--- config.mk ---
export PLATFORM = sky130hd
export DESIGN_NAME = softmax_sum_normalizer_flat
export DESIGN_NICKNAME = d
export VERILOG_FILES = /design/src/rtl/softmax_sum_normalizer_pkg.sv /design/src/rtl/softmax_sum_normalizer_if.sv /design/src/rtl/softmax_sum_normalizer_leading_one_norm.sv /design/src/rtl/softmax_sum_normalizer.sv /design/src/flat_wrapper.sv
export SDC_FILE = /design/constraint.sdc
export NUM_CORES = 1
export LEC_CHECK = 0
export BUFFER_PORTS_ARGS = -buffer_cell sky130_fd_sc_hd__buf_2
export CAP_MARGIN = 40
export CORE_ASPECT_RATIO = 0.7
export CORE_UTILIZATION = 40
export CTS_CLUSTER_DIAMETER = 40
export DETAILED_ROUTE_END_ITERATION = 8
export SLEW_MARGIN = 20
export SYNTH_ARGS = -nofsm -noshare
export SYNTH_HDL_FRONTEND = slang
export SYNTH_SLANG_ARGS = --single-unit
--- constraint.sdc ---
create_clock -name clk -period 3.08 [get_ports clk]
set_input_delay 0 -clock clk [delete_from_list [all_inputs] [get_ports clk]]
set_output_delay 0 -clock clk [all_outputs]
set_load 0.1 [all_outputs]
--- src/rtl/softmax_sum_normalizer_pkg.sv ---
// Shared constants and types for the softmax sum normalizer.
// Latency: n/a (declarations only).
// Backpressure: n/a.
// Contents: width derivations, FSM state enum, saturation constant, result struct, saturating add.
package softmax_sum_normalizer_pkg;

  localparam int IN_WIDTH   = 8;
  localparam int N_MAX      = 16;
  localparam int ACC_WIDTH  = IN_WIDTH + $clog2(N_MAX);
  localparam int MANT_WIDTH = 8;
  localparam int EXP_WIDTH  = $clog2(ACC_WIDTH);
  // Counter must be able to hold N_MAX itself so "already N_MAX beats" is visible.
  localparam int CNT_WIDTH  = $clog2(N_MAX + 1);

  localparam logic [ACC_WIDTH-1:0] ACC_SAT = {ACC_WIDTH{1'b1}};

  typedef enum logic [1:0] {
    ACCUM,
    NORM,
    HOLD
  } state_t;

  typedef struct packed {
    logic [MANT_WIDTH-1:0] mant;
    logic [EXP_WIDTH-1:0]  expn;
    logic                  zero;
  } norm_t;

  // Returns {saturated, result}; result clamps at ACC_SAT on carry-out.
  function automatic logic [ACC_WIDTH:0] sat_add(input logic [ACC_WIDTH-1:0] a,
                                                 input logic [IN_WIDTH-1:0]  b);
    logic [ACC_WIDTH:0] s;
    s = {1'b0, a} + (ACC_WIDTH + 1)'(b);
    if (s[ACC_WIDTH]) begin
      return {1'b1, ACC_SAT};
    end
    return s;
  endfunction

endpackage

--- src/rtl/softmax_sum_normalizer_if.sv ---
// Term stream in, normalized result out, both valid/ready.
// Latency: n/a (signal bundle).
// Backpressure: in_ready gates terms, out_ready holds the result.
// master = producer/consumer side (testbench), slave = normalizer.
interface softmax_sum_normalizer_if;
  import softmax_sum_normalizer_pkg::*;

  logic                  in_valid;
  logic                  in_ready;
  logic [IN_WIDTH-1:0]   in_data;
  logic                  in_last;
  logic                  out_valid;
  logic                  out_ready;
  logic [MANT_WIDTH-1:0] out_mant;
  logic [EXP_WIDTH-1:0]  out_exp;
  logic                  out_zero;
  logic                  out_ovf;

  modport master (
    output in_valid, in_data, in_last, out_ready,
    input  in_ready, out_valid, out_mant, out_exp, out_zero, out_ovf
  );

  modport slave (
    input  in_valid, in_data, in_last, out_ready,
    output in_ready, out_valid, out_mant, out_exp, out_zero, out_ovf
  );

endinterface

--- src/rtl/softmax_sum_normalizer_leading_one_norm.sv ---
// Leading-one detect and left-align: acc -> 1.f * 2^e.
// Latency: combinational.
// Backpressure: none.
// Ports: acc_i (sum), exp_o (leading-one index), mant_o (bits below the leading one), zero_o.
module leading_one_norm
  import softmax_sum_normalizer_pkg::*;
(
  input  logic [ACC_WIDTH-1:0]  acc_i,
  output logic [EXP_WIDTH-1:0]  exp_o,
  output logic [MANT_WIDTH-1:0] mant_o,
  output logic                  zero_o
);

  logic [EXP_WIDTH-1:0] lead;
  logic [EXP_WIDTH:0]   shamt;
  logic [ACC_WIDTH-1:0] aligned;

  always_comb begin
    lead = '0;
    // Ascending scan: the last hit wins, so lead ends on the highest set bit.
    for (int i = 0; i < ACC_WIDTH; i++) begin
      if (acc_i[i]) begin
        lead = EXP_WIDTH'(i);
      end
    end
    // Shifting by ACC_WIDTH-e pushes the hidden one out the top and leaves
    // bits [e-1:0] at the MSB end; low bits are truncated or zero-filled.
    shamt   = (EXP_WIDTH + 1)'(ACC_WIDTH) - {1'b0, lead};
    aligned = acc_i << shamt;
    exp_o   = lead;
    mant_o  = aligned[ACC_WIDTH-1 -: MANT_WIDTH];
    zero_o  = (acc_i == '0);
  end

endmodule

--- src/rtl/softmax_sum_normalizer.sv ---
// Accumulates unsigned exp terms per vector and emits the normalized sum as fraction + exponent.
// Latency: last beat accepted at edge t -> out_valid after edge t+1; min vector period 3 cycles.
// Backpressure: in_ready drops from the last beat until the result handshakes; result held while out_ready=0.
// Ports: clk, rst_n (async active-low), bus (slave modport: in_* term stream, out_* normalized result).
module softmax_sum_normalizer
  import softmax_sum_normalizer_pkg::*;
(
  input  logic                    clk,
  input  logic                    rst_n,
  softmax_sum_normalizer_if.slave bus
);

  state_t                state_q;
  logic [ACC_WIDTH-1:0]  acc_q, acc_d;
  logic [CNT_WIDTH-1:0]  cnt_q, cnt_d;
  logic                  ovf_q, ovf_d;
  logic                  in_ready_q;
  logic                  out_valid_q;
  norm_t                 res_q;
  logic                  res_ovf_q;

  logic                  beat;
  logic                  sat;
  logic                  cnt_full;
  norm_t                 norm;

  // in_ready_q is only high in ACCUM, so it doubles as the state qualifier.
  assign beat = bus.in_valid & in_ready_q;

  always_comb begin
    {sat, acc_d} = sat_add(acc_q, bus.in_data);
    cnt_full     = (cnt_q == CNT_WIDTH'(N_MAX));
    cnt_d        = cnt_full ? cnt_q : cnt_q + 1'b1;
    ovf_d        = ovf_q | sat | cnt_full;
  end

  leading_one_norm u_lon (
    .acc_i  (acc_q),
    .exp_o  (norm.expn),
    .mant_o (norm.mant),
    .zero_o (norm.zero)
  );

  always_ff @(posedge clk or negedge rst_n) begin
    if (!rst_n) begin
      state_q     <= ACCUM;
      acc_q       <= '0;
      cnt_q       <= '0;
      ovf_q       <= 1'b0;
      in_ready_q  <= 1'b1;
      out_valid_q <= 1'b0;
      res_q       <= '0;
      res_ovf_q   <= 1'b0;
    end else begin
      case (state_q)
        ACCUM: begin
          if (beat) begin
            acc_q <= acc_d;
            cnt_q <= cnt_d;
            ovf_q <= ovf_d;
            if (bus.in_last) begin
              state_q    <= NORM;
              in_ready_q <= 1'b0;
            end
          end
        end
        NORM: begin
          res_q       <= norm;
          res_ovf_q   <= ovf_q;
          out_valid_q <= 1'b1;
          state_q     <= HOLD;
        end
        HOLD: begin
          if (bus.out_ready) begin
            out_valid_q <= 1'b0;
            res_q       <= '0;
            res_ovf_q   <= 1'b0;
            acc_q       <= '0;
            cnt_q       <= '0;
            ovf_q       <= 1'b0;
            in_ready_q  <= 1'b1;
            state_q     <= ACCUM;
          end
        end
        default: begin
          state_q     <= ACCUM;
          in_ready_q  <= 1'b1;
          out_valid_q <= 1'b0;
        end
      endcase
    end
  end

  assign bus.in_ready  = in_ready_q;
  assign bus.out_valid = out_valid_q;
  assign bus.out_mant  = res_q.mant;
  assign bus.out_exp   = res_q.expn;
  assign bus.out_zero  = res_q.zero;
  assign bus.out_ovf   = res_ovf_q;

endmodule

--- src/flat_wrapper.sv ---
// flat-port wrapper written by rule: the top's interface ports become plain ports
module softmax_sum_normalizer_flat import softmax_sum_normalizer_pkg::*;
  (clk, rst_n, bus_in_valid, bus_in_data, bus_in_last, bus_out_ready, bus_in_ready, bus_out_valid, bus_out_mant, bus_out_exp, bus_out_zero, bus_out_ovf);
  softmax_sum_normalizer_if bus_i ();
  input  logic clk;
  input  logic rst_n;
  input wire logic [$bits(bus_i.in_valid)-1:0] bus_in_valid;
  input wire logic [$bits(bus_i.in_data)-1:0] bus_in_data;
  input wire logic [$bits(bus_i.in_last)-1:0] bus_in_last;
  input wire logic [$bits(bus_i.out_ready)-1:0] bus_out_ready;
  output wire logic [$bits(bus_i.in_ready)-1:0] bus_in_ready;
  output wire logic [$bits(bus_i.out_valid)-1:0] bus_out_valid;
  output wire logic [$bits(bus_i.out_mant)-1:0] bus_out_mant;
  output wire logic [$bits(bus_i.out_exp)-1:0] bus_out_exp;
  output wire logic [$bits(bus_i.out_zero)-1:0] bus_out_zero;
  output wire logic [$bits(bus_i.out_ovf)-1:0] bus_out_ovf;
  assign bus_i.in_valid = bus_in_valid;
  assign bus_i.in_data = bus_in_data;
  assign bus_i.in_last = bus_in_last;
  assign bus_i.out_ready = bus_out_ready;
  assign bus_in_ready = bus_i.in_ready;
  assign bus_out_valid = bus_i.out_valid;
  assign bus_out_mant = bus_i.out_mant;
  assign bus_out_exp = bus_i.out_exp;
  assign bus_out_zero = bus_i.out_zero;
  assign bus_out_ovf = bus_i.out_ovf;
  softmax_sum_normalizer u_core (.clk(clk), .rst_n(rst_n), .bus(bus_i));
endmodule
After elaboration in Yosys (flattened, before gate mapping):

Index checks and enable logic that the tools add are counted.

* word-level logic and storage cells: 72
* input port bits: 13
* bits in read-only memories: 0
* output and inout bits: 16
* memories: 0
* bits in writable memories: 0
* latch bits: 0
* register bits: 36

* bitwise gates (word level): 5
* divide/modulo/power cells: 0
* shifts and indexed selects: 1
* reductions and logical operators: 10
* eq/ne operators: 7
* muxes and demuxes: 36
* magnitude comparators: 0
* multipliers: 0
* add/sub/neg operators: 3

Operators with widths (count)
* $mux 4: 10
* $mux 13: 3
* $pmux 13 s2: 1
* $mux 12: 2
* $pmux 12 s2: 1
* $mux 5: 3
* $add 12x8->13: 1
* $logic_not 12->1: 1
* $shl 12x5->12: 1
* $pmux 5 s2: 1
* $reduce_and 4->1: 2
* $mux 1: 7
* $mux 2: 3
* $ne 2x2->1 const B: 3
* $pmux 1 s3: 2
* $pmux 2 s3: 1
* $reduce_and 3->1: 2
* $add 5x1->5 const B: 1
* $eq 5x5->1 const B: 1
* $sub 4x4->5 const A: 1
* $pmux 1 s2: 2
* $reduce_and 2->1: 2
* $reduce_bool 2->1: 2
* $eq 2x1->1 const B: 1
* other kinds (6): 8

Depth between registers and ports, before layout:

* word-level depth: 14
* mapped depth: 12
* gate-level depth less buffers: 11

Hierarchy:

From an unflattened synthesis, not the netlist that was laid out.

* cell total of the unflattened synthesis: 298
* area total of the unflattened synthesis: 2581.2 um^2

By module, submodules not included
* softmax_sum_normalizer: seq. area each 902.1 um^2, cells each 214, times used 1, area each 1950.6 um^2
* leading_one_norm: seq. area each 0.0 um^2, cells each 84, times used 1, area each 630.6 um^2

Worst setup path after synthesis:

OpenSTA, ideal clock, no wires.

* path type: reg2reg
* start: register u_core.acc_q[5]
* end: register u_core.res_q (netlist bit u_core.bus.out_mant[1])
* cell stages (with the launch flop): 8
* arrival: 2.652 ns
* path slack: 0.302 ns
* path buffers: 1
* library setup time: 0.126 ns
* period minus slack after synthesis: 2.778 ns
* data required time: 2.954 ns
* path through: dfrtp_1 > nor2_1 > a221oi_2 > o41ai_4 > ha_1 > clkbuf_1 > mux4_1 > a221o_1

* cells in the longest elaborated chain, start to end: 10

Ends and longest elaborated chain
* start: declaration: line softmax_sum_normalizer.sv:14 `logic [ACC_WIDTH-1:0] acc_q, acc_d;`
* start signal: assignment: line softmax_sum_normalizer.sv:47 `acc_q <= '0;`
* start signal: assignment: line softmax_sum_normalizer.sv:58 `acc_q <= acc_d;`
* start signal: assignment: line softmax_sum_normalizer.sv:78 `acc_q <= '0;`
* $mux 4 (7 in a row): line softmax_sum_normalizer_leading_one_norm.sv:22 `if (acc_i[i]) begin`
* $sub 4x4->5: line softmax_sum_normalizer_leading_one_norm.sv:28 `shamt = (EXP_WIDTH + 1)'(ACC_WIDTH) - {1'b0, lead};`
* $shl 12x5->12 (*): line softmax_sum_normalizer_leading_one_norm.sv:29 `aligned = acc_i << shamt;`
* $pmux 13 s2 (*): line softmax_sum_normalizer.sv:55 `case (state_q)`
* end signal: assignment: line softmax_sum_normalizer.sv:68 `res_q <= norm;`
* end: declaration: line softmax_sum_normalizer.sv:19 `norm_t res_q;`

Every way passes the cells marked *; elsewhere a longest branch is shown, timed or not.
A chain may end at the register's enable or synchronous reset.

Worst setup path in the final report:

* start: register u_core.acc_q[5]
* end: register u_core.res_q (netlist bit u_core.bus.out_mant[7])

The elaborated chain is that of the path after synthesis.

==> qor.csv <==
stage,metric,value,unit
status,status,"complete, no violations",
cts,TritonCTS clock tree,built,
global_route,grt total ovfl,0,
route,DR WL met2,2480,µm
critical_path,critical path arrival,2.97,ns
timing,Final min period,2.79,ns
cts,clk sinks,36,
cts,"Reg clk slew, reported paths",0.07,ns
global_route,pin count of the biggest net entering global routing,37,
logic_synthesis,Synth Area per Inst,8.78,µm²
route,initial drt markers,206,
critical_path,internal reg-to-reg setup slack,0.29,ns
timing,max_slew headroom,60.9,%
logic_synthesis,Post-synth EDFFs,0,
route,Pre-antenna DRT Iters,4,
place,Port Buffers,28,
timing,setup tns final,0,ns
critical_path,Setup CP Type,flop to flop,
route,met3 WL,297,µm
cts,post-CTS sizing,0,
logic_synthesis,Post-Syn Area,2480,µm²
timing,Max Freq,358,MHz
floorplan,# IOs,29,
timing,"Slew Viols, Final",0,
route,vias per std cell,5.59,
route,max layer used,met4,
logic_synthesis,"top cells by area, synth","dfrtp_1 (35%), ha_1 (5.5%), nand2_1 (4.4%)",
floorplan,Die Span X,96.2,µm
critical_path,startpoint types,flop,
timing,Post-Route Hold Slack,0.0394,ns
final_layout,fill count,572,
min_path,hold crit path type,input pin to asynchronous set/reset pin,
route,"antenna viol nets, final",0,
global_route,vias in the first global route,1987,
floorplan,die height,67.9,µm
floorplan,die area,6530,µm²
logic_synthesis,"Seq/Total Area, Yosys",36.3,%
global_route,first-pass GRT wire length,10200,µm
cts,root buffer cell,clkbuf_8,
floorplan,Initial Util,42.5,%
floorplan,core area,5840,µm²
final_layout,P&R area growth vs syn,17.6,%
cts,number of buffers created by CTS,5,
place,Placer Congestion,0.861,
timing,Final period util,90.6,%
timing,RSZ-0062 raised after global routing,no,
logic_synthesis,ys async rst share,100,%
cts,Clock Latency Late Sink,0.29,ns
final_layout,share of cells above drive strength 1,19.8,%
route,mean routed wirelength per cell,15.4,µm
global_route,GRT Total Usage,21.0,%
critical_path,Worst EP required,3.26,ns
logic_synthesis,Synth area leader,dfrtp_1,
logic_synthesis,"FF+latch count, synth",36,
logic_synthesis,Yosys warnings,0,
timing,Final Setup Violations,0,
logic_synthesis,syn nets,308,
final_layout,antenna cells,0,
timing,measured slew at the worst slew-check pin,0.587,ns
route,WL final,6140,µm
cts,H-tree depth,2,
route,Routed met1 length,3300,µm
floorplan,site row count,23,
place,Final HPWL DP,4570,µm
global_route,initial antenna violation count,0,
final_layout,Layout Nets,347,
run,max-cap violations,0,
logic_synthesis,area share of the largest cell type after synthesis,35.3,%
route,# DRC,0,
logic_synthesis,Post-synth top flop,dfrtp_1,
critical_path,Crit Path Max Fanout,10,
logic_synthesis,Mapped Cells,283,
cts,Clock Tree Buf Depth,2,
timing,final hold vios,0,
critical_path,CP endpoint kind,flop,
logic_synthesis,Unique masters post-synth,57,
route,vias after detailed routing,2225,
timing,clk_skew,0.00386,ns
[registers in the layout, summed over array words and instances (netlist names)]
| name | cells |
|---|---|
| u_core.acc_q | 12 |
| u_core.bus.in_ready | 1 |
| u_core.cnt_q | 5 |
| u_core.state_q | 2 |
| u_core.bus.out_mant | 8 |
| u_core.bus.out_zero | 1 |
| u_core.bus.out_exp | 4 |
| u_core.bus.out_valid | 1 |
| u_core.ovf_q | 1 |
| u_core.bus.out_ovf | 1 |
[path summary, 6_finish.rpt]
path / from / end / cells past startpoint
max: u_core.acc_q[5]$_DFFE_PN0P_ / u_core.bus.out_mant[7]$_DFFE_PN0P_ / 10
min: rst_n / u_core.cnt_q[2]$_DFFE_PN0P_ / 2
max reg2reg: u_core.acc_q[5]$_DFFE_PN0P_ / u_core.bus.out_mant[7]$_DFFE_PN0P_ / 10
min reg2reg: u_core.bus.out_valid$_DFFE_PN0P_ / u_core.bus.out_valid$_DFFE_PN0P_ / 1
max in group asynchronous: rst_n / u_core.acc_q[1]$_DFFE_PN0P_ / 3
min in group clk: bus_in_data[0] / u_core.acc_q[0]$_DFFE_PN0P_ / 4
[worst max-delay path, cell delays in order, from the launching register on]
cell and delay, ns:
dfrtp_1 0.50, nor2_1 0.11, a221oi_2 0.34, o41ai_4 0.11, buf_4 0.17, ha_1 0.48
buf_4 0.23, mux2i_1 0.21, mux2i_1 0.13, a221oi_1 0.29, o22ai_1 0.11
[layout by cell type (no fill, tap or decap), drive strengths merged, types with 4 or more instances in the layout]
master	Yosys	routed
o21ai	15	15
mux2i	6	6
mux2	4	4
dfrtp	35	35
nand2b	8	8
buf	4	45
nor2b	4	4
ha	11	11
a21oi	21	21
a21o	4	4
xor2	5	5
nor3	12	12
nand3	9	9
nand2	29	29
a31oi	6	6
inv	10	10
o21a	10	10
nor2	26	26
a211oi	4	4
clkbuf	12	6
[metal layers]
metal  vias to the layer above  global-route usage (%)
met5                         -                       0
li1                       1110                       -
met3                         6                    3.67
met2                        46                    29.4
met1                      1063                    32.3
met4                         0                    6.16
[cell families (layout without fill, tap and decap cells)]
family                   after synthesis  count (layout)  share of synthesized area (%)
AND/OR/NAND/NOR                      105             105                           20.4
multiplexers                          11              11                           5.59
flip-flops                            36              36                           36.3
AO/OA/AOI/OAI                         85              85                           24.1
XOR/XNOR                               8               8                           2.82
adder cells (fa/ha/maj)               12              12                           6.35
buffers and inverters                 26              66                           4.48
[what timing repair did]
item / in CTS / in global routing
hold buffers: 3 / 0
endpoints found under the setup margin: 0 / 4
hold endpoints to repair: 38 / 0
setup buffers: 0 / 6
[per-stage QoR]
stage                     area, µm²  setup slack (ns)  cells  util (%)
after global routing           2920            0.0579    398      50.0
after global placement         2720             0.211    380      46.5
after CTS                      2860             0.129    391      48.9
after floorplan                2480             0.302    283         -
final                          2920             0.289    398      50.0
after detailed placement       2720             0.132    380      46.5
[layout make-up]
class | count | area [µm²] | area share, %
well taps | 75 | 93.8 | 3.21
clock inverters | 2 | 35.0 | 1.20
inverters | 10 | 37.5 | 1.28
clock buffers | 6 | 72.6 | 2.48
multi-input cells | 221 | 1470 | 50.3
repair buffers | 48 | 310 | 10.6
flip-flops and latches | 36 | 902 | 30.9
[cell usage after synthesis, types with 2 or more instances]
cell,count
a211oi_1,4
a21o_1,4
a21oi_1,21
a221o_1,2
a221oi_1,2
a22oi_1,2
a31oi_1,6
and2_1,3
and4_1,2
buf_2,2
clkbuf_1,12
dfrtp_1,35
ha_1,11
inv_1,10
mux2_2,2
mux2_4,2
mux2i_1,6
nand2_1,29
nand2b_1,8
nand3_1,9
nand4_1,2
nor2_1,26
nor2b_1,4
nor3_1,12
o211ai_1,2
o21a_1,10
o21ai_0,14
o22ai_1,3
o31a_1,2
or3_1,3
xnor2_1,3
xor2_1,5
Power is not shown: default switching activity piles up to over one toggle a cycle in this logic, so the estimate is an artifact.
